==> src/rtl/ram8_dma.sv <==
// ram8_dma: block-move initiator for one port of the 8-bit x 2K dual-port RAM.
// Accepts copy (src->dst) and fill (dst <= byte) commands over valid/ready and
// sequences the RAM accesses: copy takes 2 cycles per byte (read, write), fill 1.
// Optional feature macro: RAM8_DMA_CSUM_EN enables a running modulo-2**DATA_W
// checksum of every written byte on csum_o; without it csum_o is tied to zero.
module ram8_dma #(
  parameter int ADDR_W = 11,
  parameter int DATA_W = 8,
  parameter int LEN_W  = 12
) (
  input  logic              clk_i,
  input  logic              rst_i,
  input  logic              cmd_valid_i,
  output logic              cmd_ready_o,
  input  logic              cmd_op_i,
  input  logic [ADDR_W-1:0] cmd_src_i,
  input  logic [ADDR_W-1:0] cmd_dst_i,
  input  logic [LEN_W-1:0]  cmd_len_i,
  input  logic [DATA_W-1:0] cmd_fill_i,
  output logic              busy_o,
  output logic              done_o,
  output logic [ADDR_W-1:0] mem_addr_o,
  output logic [DATA_W-1:0] mem_din_o,
  output logic              mem_we_o,
  input  logic [DATA_W-1:0] mem_q_i,
  output logic [DATA_W-1:0] csum_o
);

  // Largest legal transfer: the whole RAM.
  localparam logic [LEN_W-1:0] MAX_LEN = LEN_W'(2 ** ADDR_W);

  typedef enum logic [2:0] {
    S_IDLE = 3'd0,
    S_RD   = 3'd1,
    S_WR   = 3'd2,
    S_FILL = 3'd3,
    S_DONE = 3'd4
  } state_e;

  state_e            state_q, state_d;
  logic [ADDR_W-1:0] src_q, src_d;
  logic [ADDR_W-1:0] dst_q, dst_d;
  logic [LEN_W-1:0]  cnt_q, cnt_d;
  logic [DATA_W-1:0] fill_q, fill_d;

  // Registered output copies, computed from the next state so that every
  // RAM-side control comes straight out of a flop.
  logic              ready_q, ready_d;
  logic              busy_q, busy_d;
  logic              done_q, done_d;
  logic              we_q, we_d;
  logic [ADDR_W-1:0] addr_q, addr_d;
  logic              din_sel_q, din_sel_d;   // 1: write data is the RAM read data
  logic [DATA_W-1:0] din_reg_q, din_reg_d;   // fill byte during FILL, else zero

  logic [LEN_W-1:0]  len_clamped_s;
  logic              accept_s;

  // Clamp oversize lengths to a full-RAM transfer.
  always_comb begin
    if (cmd_len_i > MAX_LEN) begin
      len_clamped_s = MAX_LEN;
    end else begin
      len_clamped_s = cmd_len_i;
    end
  end

  assign accept_s = (state_q == S_IDLE) && cmd_valid_i;

  // Next-state and datapath-register logic for the transfer sequencer.
  always_comb begin
    state_d = state_q;
    src_d   = src_q;
    dst_d   = dst_q;
    cnt_d   = cnt_q;
    fill_d  = fill_q;
    case (state_q)
      S_IDLE: begin
        if (accept_s) begin
          src_d  = cmd_src_i;
          dst_d  = cmd_dst_i;
          cnt_d  = len_clamped_s;
          fill_d = cmd_fill_i;
          if (len_clamped_s == '0) begin
            state_d = S_DONE;
          end else if (cmd_op_i) begin
            state_d = S_FILL;
          end else begin
            state_d = S_RD;
          end
        end else begin
          state_d = S_IDLE;
        end
      end
      S_RD: begin
        state_d = S_WR;
      end
      S_WR: begin
        src_d = src_q + ADDR_W'(1);
        dst_d = dst_q + ADDR_W'(1);
        cnt_d = cnt_q - LEN_W'(1);
        if (cnt_q == LEN_W'(1)) begin
          state_d = S_DONE;
        end else begin
          state_d = S_RD;
        end
      end
      S_FILL: begin
        dst_d = dst_q + ADDR_W'(1);
        cnt_d = cnt_q - LEN_W'(1);
        if (cnt_q == LEN_W'(1)) begin
          state_d = S_DONE;
        end else begin
          state_d = S_FILL;
        end
      end
      S_DONE: begin
        state_d = S_IDLE;
      end
      default: begin
        state_d = S_IDLE;
      end
    endcase
  end

  // Output decode from the upcoming state; addresses are zero outside accesses.
  always_comb begin
    ready_d   = (state_d == S_IDLE);
    busy_d    = (state_d != S_IDLE);
    done_d    = (state_d == S_DONE);
    we_d      = (state_d == S_WR) || (state_d == S_FILL);
    din_sel_d = (state_d == S_WR);
    case (state_d)
      S_RD: begin
        addr_d    = src_d;
        din_reg_d = '0;
      end
      S_WR: begin
        addr_d    = dst_d;
        din_reg_d = '0;
      end
      S_FILL: begin
        addr_d    = dst_d;
        din_reg_d = fill_d;
      end
      default: begin
        addr_d    = '0;
        din_reg_d = '0;
      end
    endcase
  end

  // Sequencer state, datapath and output registers with synchronous reset.
  always_ff @(posedge clk_i) begin
    if (rst_i) begin
      state_q   <= S_IDLE;
      src_q     <= '0;
      dst_q     <= '0;
      cnt_q     <= '0;
      fill_q    <= '0;
      ready_q   <= 1'b1;
      busy_q    <= 1'b0;
      done_q    <= 1'b0;
      we_q      <= 1'b0;
      addr_q    <= '0;
      din_sel_q <= 1'b0;
      din_reg_q <= '0;
    end else begin
      state_q   <= state_d;
      src_q     <= src_d;
      dst_q     <= dst_d;
      cnt_q     <= cnt_d;
      fill_q    <= fill_d;
      ready_q   <= ready_d;
      busy_q    <= busy_d;
      done_q    <= done_d;
      we_q      <= we_d;
      addr_q    <= addr_d;
      din_sel_q <= din_sel_d;
      din_reg_q <= din_reg_d;
    end
  end

  assign cmd_ready_o = ready_q;
  assign busy_o      = busy_q;
  assign done_o      = done_q;
  assign mem_we_o    = we_q;
  assign mem_addr_o  = addr_q;
  // The copied byte only exists on mem_q in the WR cycle, so it is forwarded.
  assign mem_din_o   = din_sel_q ? mem_q_i : din_reg_q;

`ifdef RAM8_DMA_CSUM_EN
  logic [DATA_W-1:0] csum_q;

  // Running checksum: cleared on accept, accumulates each written byte.
  always_ff @(posedge clk_i) begin
    if (rst_i) begin
      csum_q <= '0;
    end else if (accept_s) begin
      csum_q <= '0;
    end else if (we_q) begin
      csum_q <= csum_q + mem_din_o;
    end else begin
      csum_q <= csum_q;
    end
  end

  assign csum_o = csum_q;
`else
  assign csum_o = '0;
`endif

endmodule

==> config.mk <==
export PLATFORM = sky130hd
export DESIGN_NAME = ram8_dma
export DESIGN_NICKNAME = d
export VERILOG_FILES = /design/src/rtl/ram8_dma.sv
export SDC_FILE = /design/constraint.sdc
export NUM_CORES = 1
export LEC_CHECK = 0
export BUFFER_PORTS_ARGS = -buffer_cell sky130_fd_sc_hd__buf_2
export CORE_MARGIN = 1.5
export CORE_UTILIZATION = 41
export CTS_BUF_LIST = sky130_fd_sc_hd__clkbuf_8
export DETAILED_ROUTE_END_ITERATION = 16
export PLACE_DENSITY = 0.63
export REMOVE_ABC_BUFFERS = 1
export SYNTH_ARGS = -nofsm -noshare
export SYNTH_HDL_FRONTEND = slang
export SYNTH_SLANG_ARGS = --single-unit
==> constraint.sdc <==
create_clock -name clk_i -period 6.06 [get_ports clk_i]
set_clock_uncertainty 0.15 [all_clocks]
set_input_delay 0.303 -clock clk_i [delete_from_list [all_inputs] [get_ports clk_i]]
set_output_delay 0.303 -clock clk_i [all_outputs]
set_load 0.005 [all_outputs]
Yosys cells after proc, flatten, opt, wreduce, memory -nomap -nowiden
Cells that the tools add are included.
{ "op_classes": {"n_bitwise": 1, "add_sub_neg": 3, "magnitude_cmp": 1, "mux": 17, "n_eq_ne": 9, "n_reduce_logical": 11} }
{ "ops": {"columns": ["cell", "n"], "rows": [
  ["11-bit case mux with 2 select lines", 3],
  ["12-bit 2-to-1 mux", 2],
  ["8-bit 2-to-1 mux", 3],
  ["12-bit case mux with 2 select lines", 1],
  ["11-bit by 1-bit adder with 11-bit output (second input constant)", 2],
  ["11-bit 2-to-1 mux", 2],
  ["12-bit by 1-bit == test with 1-bit output (second input constant)", 1],
  ["3-bit by 2-bit == test with 1-bit output (second input constant)", 4],
  ["12-bit > comparator (second input constant)", 1],
  ["12-bit zero test", 1],
  ["3-bit 2-to-1 mux", 4],
  ["3-bit case mux with 4 select lines", 1],
  ["12-bit by 1-bit subtractor with 12-bit output (second input constant)", 1],
  ["3-bit by 1-bit == test with 1-bit output (second input constant)", 2],
  ["3-bit zero test", 2],
  ["2-bit OR reduction", 3],
  ["3-bit == test (second input constant)", 1],
  ["3-bit nonzero test", 1],
  ["2-bit 2-to-1 mux", 1],
  ["2-bit inequality test (second input constant)", 1],
  ["2-bit AND reduction", 1],
  ["2-bit nonzero test", 1],
  ["1-bit logical AND", 1],
  ["1-bit logical OR", 1],
  ["1-bit NOT", 1]
]} }
{ "word_totals": {"regBits": 69, "in_bits": 54, "word_cells": 54, "out_inout_bits": 31} }

Logic depth before layout (Yosys ltp)
Gate-level depths: netlist (run 1).
{ "logic_depth": {"ltp_word": 9, "depth_mapped": 8, "mapped_depth_nobuf": 7} }

Least setup slack after synthesis (run 1)
No wires, ideal clock.
{ "synth_path": {"path_kind": "register -> register", "startpoint": "register cnt_q[2]", "endpoint": "register cnt_q[9]", "stages_incl_launch_ff": 6, "arrival_time_ns": 2.105, "setup_time_ns": 0.080, "t_required_ns": 5.830, "slack_ns": 3.725, "period_less_slack_ns": 2.335, "cell_sequence": "dfxtp_1 > or4_4 > or3_4 > or4_1 > a211o_1 > a211oi_2"} }
{ "synth_via": {"elab_chain_len": 2} }
{ "synth_rtl": {"columns": ["element", "line", "rtl"], "rows": [
  ["from (decl)", "43", "logic [LEN_W-1:0] cnt_q, cnt_d;"],
  ["from (signal assigned)", "172", "cnt_q <= cnt_d;"],
  ["12-bit by 1-bit subtractor with 12-bit output", "101, 110", null],
  ["12-bit case mux with 2 select lines", "77", "case (state_q)"]
]} }
Every way passes these cells.
A chain may end at the register's enable or synchronous reset.

Final worst setup path (run 1)
{ "layout_path": {"startpoint": "register state_q[1]", "endpoint": "register state_q[0]"} }
{ "layout_via": {"elab_chain_len": 4} }
{ "layout_rtl": {"columns": ["element", "line", "rtl"], "rows": [
  ["from (decl)", "40", "state_e state_q, state_d;"],
  ["from (signal assigned)", "169", "state_q <= state_d;"],
  ["3-bit zero test", "68, 77", null],
  ["1-bit logical AND", "68", "assign accept_s = (state_q == S_IDLE) && cmd_valid_i;"],
  ["3-bit 2-to-1 mux", "79", "if (accept_s) begin"],
  ["3-bit case mux with 4 select lines *", "77", null]
]} }
Mark *: on every way between the ends. The rest lies on a longest branch, timed or not.

==> flow_summary.toml, run 1 <==
[worst_setup_path]
cp_data_required_time_ps = 6100
cp-start-kind = "flop"
cp-startpoint = "state_q[1]$_SDFF_PP0_"
rr_startpoint = "state_q[1]$_SDFF_PP0_"
endpoint = "state_q[0]$_SDFF_PP0_"
r2r_cells = 6
rrSetupSlack_ps = 3200
critPathCaptureType = "flop"
worstPathMaxFanout = 21
path_class = "flop to flop"
cp.arrival_ps = 2910
r2r_end = "state_q[0]$_SDFF_PP0_"

[detailed_routing]
wl_um = 8580
firstDrtPassIters = 4
via_count = 3055
route.detailed.wl_per_inst_um = 15.4
ant_nets = 0
via_per_inst = 5.48
drtIter0Drc = 136
drc = 0

[sta]
rsz0062_at_grt = "false"
finalHoldViolCount = 0
tightest_slew_ps = 1130
period_needed_ps = 2860
max-slew-margin-rel_pct = 24.6
max_freq_mhz = 350
fin_setup_tns_ps = 0
finalCritPeriodShare_pct = 47.2
setup-violations-final = 0
finalWorstSetupSlack_ps = 3200
slew_violations = 0

[layout]
drive_gt1_share_pct = 24.4
multiInputGateArea_um2 = 1740
fillCellCount = 751
area_growth_pct = 18.8
n_antenna_cell = 0
ff_latch_area_um2 = 1380
fin_area_um2 = 3900
finalNetCount = 508

[clock_network]
holdBufCountCts = 0
cts_buffers = 9
cts_buffer_depth = 2
cts.repair.resized = 0
clk_latency_ps = 340
htreeDepth = 3
cts.sinks = 69
root_buffer = "clkbuf_8"
cts_tree = "built"
post_cts_buffers = 0
clkSlewWorstSetupHoldPaths_ps = 80

[placement]
dp_slack_ps = 3220
dp_hpwl_um = 6210
place.gp.congestion = 0.859
postPlaceCellArea_um2 = 3700
numPortBuffers = 76

[die]
ioPinCount = 85
die_h_um = 92.5
std_cell_rows = 32
dieWidth_um = 92.5
die_area_um2 = 8550
start_util_pct = 42.5
core-area_um2 = 7730

[grt]
grt_overflow = 0
grt_pass1_vias = 2878
grtUsageTotal_pct = 21.3
grt_pass1_wl_um = 14300
grt_max_degree = 35
antenna_found_initial = 0

[synthesis]
yosys_most_used_dff = "dfxtp_1"
ys_types = 60
netlist_area_um2 = 3280
yosysTopAreaCellShare_pct = 42.1
yosysSeqAreaShare_pct = 42.1
synthArstFlopShare_pct = 0
synthCells = 382
yosys.area.top_type = "dfxtp_1"
yosysWarnings = 0
ys_top_cells_by_area = "dfxtp_1, a21oi_1, nor2_1, mux2i_1, nand2_1"
ys_ff_latch = 69
synth.avg_cell_area_um2 = 8.59
synth_edf_count = 0

[power_and_ir_drop]
cellPowerDensity_nw_per_um2 = 295
peakVddDrop_mv = 0.141
power.total_mw = 1.15
p_leak_nw = 1.62

[status]
run_status = "finished clean"

[hold_path]
holdCritPathClass = "input port to flop"

[flow_run]
max_cap_violations = 0
[cells by family after synthesis]
logic type                 count (synthesis)  synth area share, %
AOI/OAI and AO/OA                        100                 20.9
and+or+nand+nor                          141                 22.1
muxes                                     20                 6.44
adders and majority gates                  4                 1.53
buffers and inverters                     43                 5.83
other                                      1                0.114
DFF                                       69                 42.1
xor gates and xnor gates                   4                 1.07
[Yosys cell counts, types with 5 or more instances]
cell type and count:
mux2i_1 11, and2_1 7, buf_4 8, nand3_1 14, mux2_2 9, nor3_1 15, o22ai_1 6, o21ai_0 13
a22o_1 10, nand2_1 29, clkbuf_1 21, nor4_1 8, inv_1 14, nor2_1 36, nand4_1 8, a21oi_1 28
a31oi_1 5, a21boi_0 5, dfxtp_1 69, o221ai_1 6
[placed cells by master, fill, tap and decap left out, drive strengths merged, types with 3 or more instances in the layout]
master | netlist | layout
a21boi | 5 | 5
a21oi | 28 | 28
a22o | 10 | 10
a31oi | 5 | 5
and2 | 7 | 7
buf | 8 | 79
clkbuf | 21 | 9
conb | 1 | 8
dfxtp | 69 | 69
ha | 4 | 4
inv | 14 | 16
mux2 | 9 | 9
mux2i | 11 | 11
nand2 | 29 | 29
nand2b | 4 | 4
nand3 | 14 | 14
nand4 | 8 | 8
nor2 | 36 | 36
nor3 | 15 | 15
nor4 | 8 | 8
o21a | 3 | 3
o21ai | 14 | 14
o221ai | 6 | 6
o22ai | 6 | 6
o311ai | 3 | 3
or3 | 3 | 3
or4 | 5 | 5
[routing by layer]
| layer | vias up | GRT usage (%) | part of all wire [%] | wire [um] |
|---|---|---|---|---|
| li1 | 1527 | - | - | - |
| met1 | 1418 | 28.0 | 46 | 3970 |
| met2 | 104 | 33.8 | 47 | 4030 |
| met3 | 6 | 6.49 | 6.0 | 513 |
| met4 | 0 | 5.90 | 0.69 | 59 |
| met5 | - | 0 | 0 | 0 |
[cell type report]
type	count	area share [%]
tap	102	3.27
inverter	14	1.35
sequential	69	35.4
clock buffer	9	3.18
multi-input combinational	277	44.5
clock inverter	7	1.93
timing repair buffer	79	10.3
[stage by stage]
step	utilization (%)	hold slack, ps	cells
final	50.5	60.2	557
after global routing	50.5	50.6	557
after CTS	50.5	42.9	557
after detailed placement	47.9	329	541
after global placement	47.9	321	541
after floorplan	-	222	360
[power breakdown]
part,switching (mW),internal (mW),leakage [nW],total [mW]
Combinational,0.128,0.104,0.958,0.232
Clock,0.183,0.191,0.0972,0.374
Sequential,0.0440,0.499,0.567,0.543
Total,0.355,0.794,1.62,1.15
[state kept, by name (all words and copies together), names as in the netlist]
signal	count
state_q	3
mem_we_o	1
din_sel_q	1
din_reg_q	8
fill_q	8
src_q	11
busy_o	1
cnt_q	12
dst_q	11
done_o	1
cmd_ready_o	1
mem_addr_o	11
[worst min path at each step]
stage | cells after the start | end | start
finish | 3 | cnt_q[2]$_SDFFE_PP0P_ | cmd_len_i[2]
global route | 3 | cnt_q[10]$_SDFFE_PP0P_ | cmd_len_i[10]
CTS | 3 | cnt_q[2]$_SDFFE_PP0P_ | cmd_len_i[2]
detailed placement | 2 | din_reg_q[0]$_SDFF_PP0_ | fill_q[0]$_SDFF_PP0_
global placement | 2 | fill_q[3]$_SDFF_PP0_ | fill_q[3]$_SDFF_PP0_
floorplan | 1 | cnt_q[0]$_SDFFE_PP0P_ | rst_i
[critical path: stages, from the launching register on]
cell	delay, ps
dfxtp_1	460
or4b_1	970
buf_4	370
nor2_1	390
nand2b_1	180
nand3_1	140
nor3_1	50
Note: power is estimated with default switching activity, not from simulation.
==> run 2: changes to the inputs <==
==> constraint.sdc (replaced) <==
create_clock -name clk_i -period 2.7 [get_ports clk_i]
set_clock_uncertainty 0.15 [all_clocks]
set_input_delay 0.135 -clock clk_i [delete_from_list [all_inputs] [get_ports clk_i]]
set_output_delay 0.135 -clock clk_i [all_outputs]
set_load 0.005 [all_outputs]
==> flow_summary.toml, run 2 (synthesized netlist as in run 1, its figures left out) <==
[die]
start_util_pct = 42.5
die_h_um = 92.5
ioPinCount = 85
die_area_um2 = 8550
std_cell_rows = 32
dieWidth_um = 92.5
core-area_um2 = 7730

[layout]
final_cell_mix = "buf_2, dfxtp_1, nor2_1"
finalNetCount = 543
fin_cells = 593
fillCellCount = 740
largest_reg_flops = 12
area_growth_pct = 29.2
mostFrequentLayoutCell = "buf_2"
largest_register = "cnt_q"
drive_gt1_share_pct = 24.7
ff_latch_area_um2 = 1380
multiInputGateArea_um2 = 1740

[placement]
numPortBuffers = 76
place.gp.congestion = 0.872
dp_slack_ps = 266
dp_cells = 550
dp_hpwl_um = 6240

[detailed_routing]
drtIter0Drc = 121
drc = 0
ant_nets = 0
wl_um = 8790
via_per_inst = 5.32
via_count = 3157
firstDrtPassIters = 4
route.detailed.wl_per_inst_um = 14.8

[power_and_ir_drop]
peakVddDrop_mv = 0.269
p_clk_share_pct = 33.2
internal_power_mw = 1.87
power.total_mw = 2.67
switching_power_mw = 0.798
p_leak_nw = 1.78
power_frac_comb_pct = 21.4
cellPowerDensity_nw_per_um2 = 629
p_seq_share_pct = 45.5
p_sw_share_pct = 29.9

[grt]
grt_pass1_wl_um = 14500
use_met2_pct = 34.2
grtUsageTotal_pct = 21.6
grtUsageMet3_pct = 5.50
antenna_found_initial = 1
grt_max_degree = 23
use_met1_pct = 28.6
grt_pass1_vias = 2984
grt_overflow = 0
busiest_layer = "met2"

[worst_setup_path]
worstPathMaxFanout = 6
cp-start-kind = "flop"
critPathCaptureType = "flop"
path_class = "flop to flop"
cp.arrival_ps = 2550
cp_data_required_time_ps = 2820

[sta]
max_freq_mhz = 410
finalHoldViolCount = 0
finalCritPeriodShare_pct = 90.3
slew_violations = 0
setup-violations-final = 0
worst_hold_slack_ps = 22.2
fin_setup_tns_ps = 0
rsz0062_at_grt = "false"
max-slew-margin-rel_pct = 66.7
period_needed_ps = 2440
tightest_slew_ps = 495
finalWorstSetupSlack_ps = 261

[clock_network]
clk_latency_ps = 340
clkSlewWorstSetupHoldPaths_ps = 80
cts_buffer_depth = 2
cts.sinks = 69
cts.repair.resized = 0
htreeDepth = 3
root_buffer = "clkbuf_8"
cts_buffers = 9
cts_tree = "built"

[hold_path]
holdCritPathClass = "input port to flop"

[status]
run_status = "finished clean"

[flow_run]
max_cap_violations = 0
-- run 2: cell types whose count changed in the layout (fill, tap and decap cells not counted), sizes merged --
cell         change
dlygate4sd3     +26
diode            +1
buf              +9
inv              -2
clkbuf           +2
-- run 2: metrics by stage --
step	utilization [%]	area [um^2]
detailed placement	48.8	3770
finish	54.9	4240
floorplan	-	3170
global route	54.8	4240
CTS	54.8	4240
global placement	48.8	3770
-- run 2: layer usage --
metal	share of wire [%]	vias to the layer above	routed length, um
met4	0.58	0	51
li1	-	1600	-
met1	47	1466	4160
met2	46	87	4050
met3	6.1	4	533
met5	0	-	0
-- run 2: layout make-up --
type	count	share of cell area [%]
Antenna cell	1	0.0590
Clock buffer	11	3.57
Clock inverter	5	1.39
Inverter	14	1.24
Multi-Input combinational cell	277	40.9
Sequential cell	69	32.6
Tap cell	102	3.01
Timing Repair Buffer	114	17.2
-- run 2: final timing paths --
kind                               from                     to  slack [ps]  cells after the start
setup / recovery  cnt_q[2]$_SDFFE_PP0P_  cnt_q[9]$_SDFFE_PP0P_         260                      5
setup reg to reg  cnt_q[2]$_SDFFE_PP0P_  cnt_q[9]$_SDFFE_PP0P_         260                      5
hold reg to reg    fill_q[5]$_SDFF_PP0_   fill_q[5]$_SDFF_PP0_         340                      2
hold / removal             cmd_dst_i[6]    dst_q[6]$_SDFF_PP0_          20                      3
-- run 2: critical path, stage by stage, from the launching register on --
cell and delay (ps):
dfxtp_1 350, or4_4 580, or3_4 360, or4_1 430, a211o_1 320, a211oi_2 160
-- run 2: repair_timing --
item / 4_1_cts / 5_1_grt
hold endpoints to repair: 34 / 0
hold buffers: 26 / 0
setup buffers: 0 / 0
-- run 2: power groups by stage --
stage	Combinational [mW]	Clock [mW]	Sequential, mW
finish	0.570	0.884	1.21
global route	0.637	0.947	1.23
CTS	0.570	0.893	1.21
detailed placement	0.539	0	1.23
global placement	0.534	0	1.23
floorplan	0.337	0	1.22
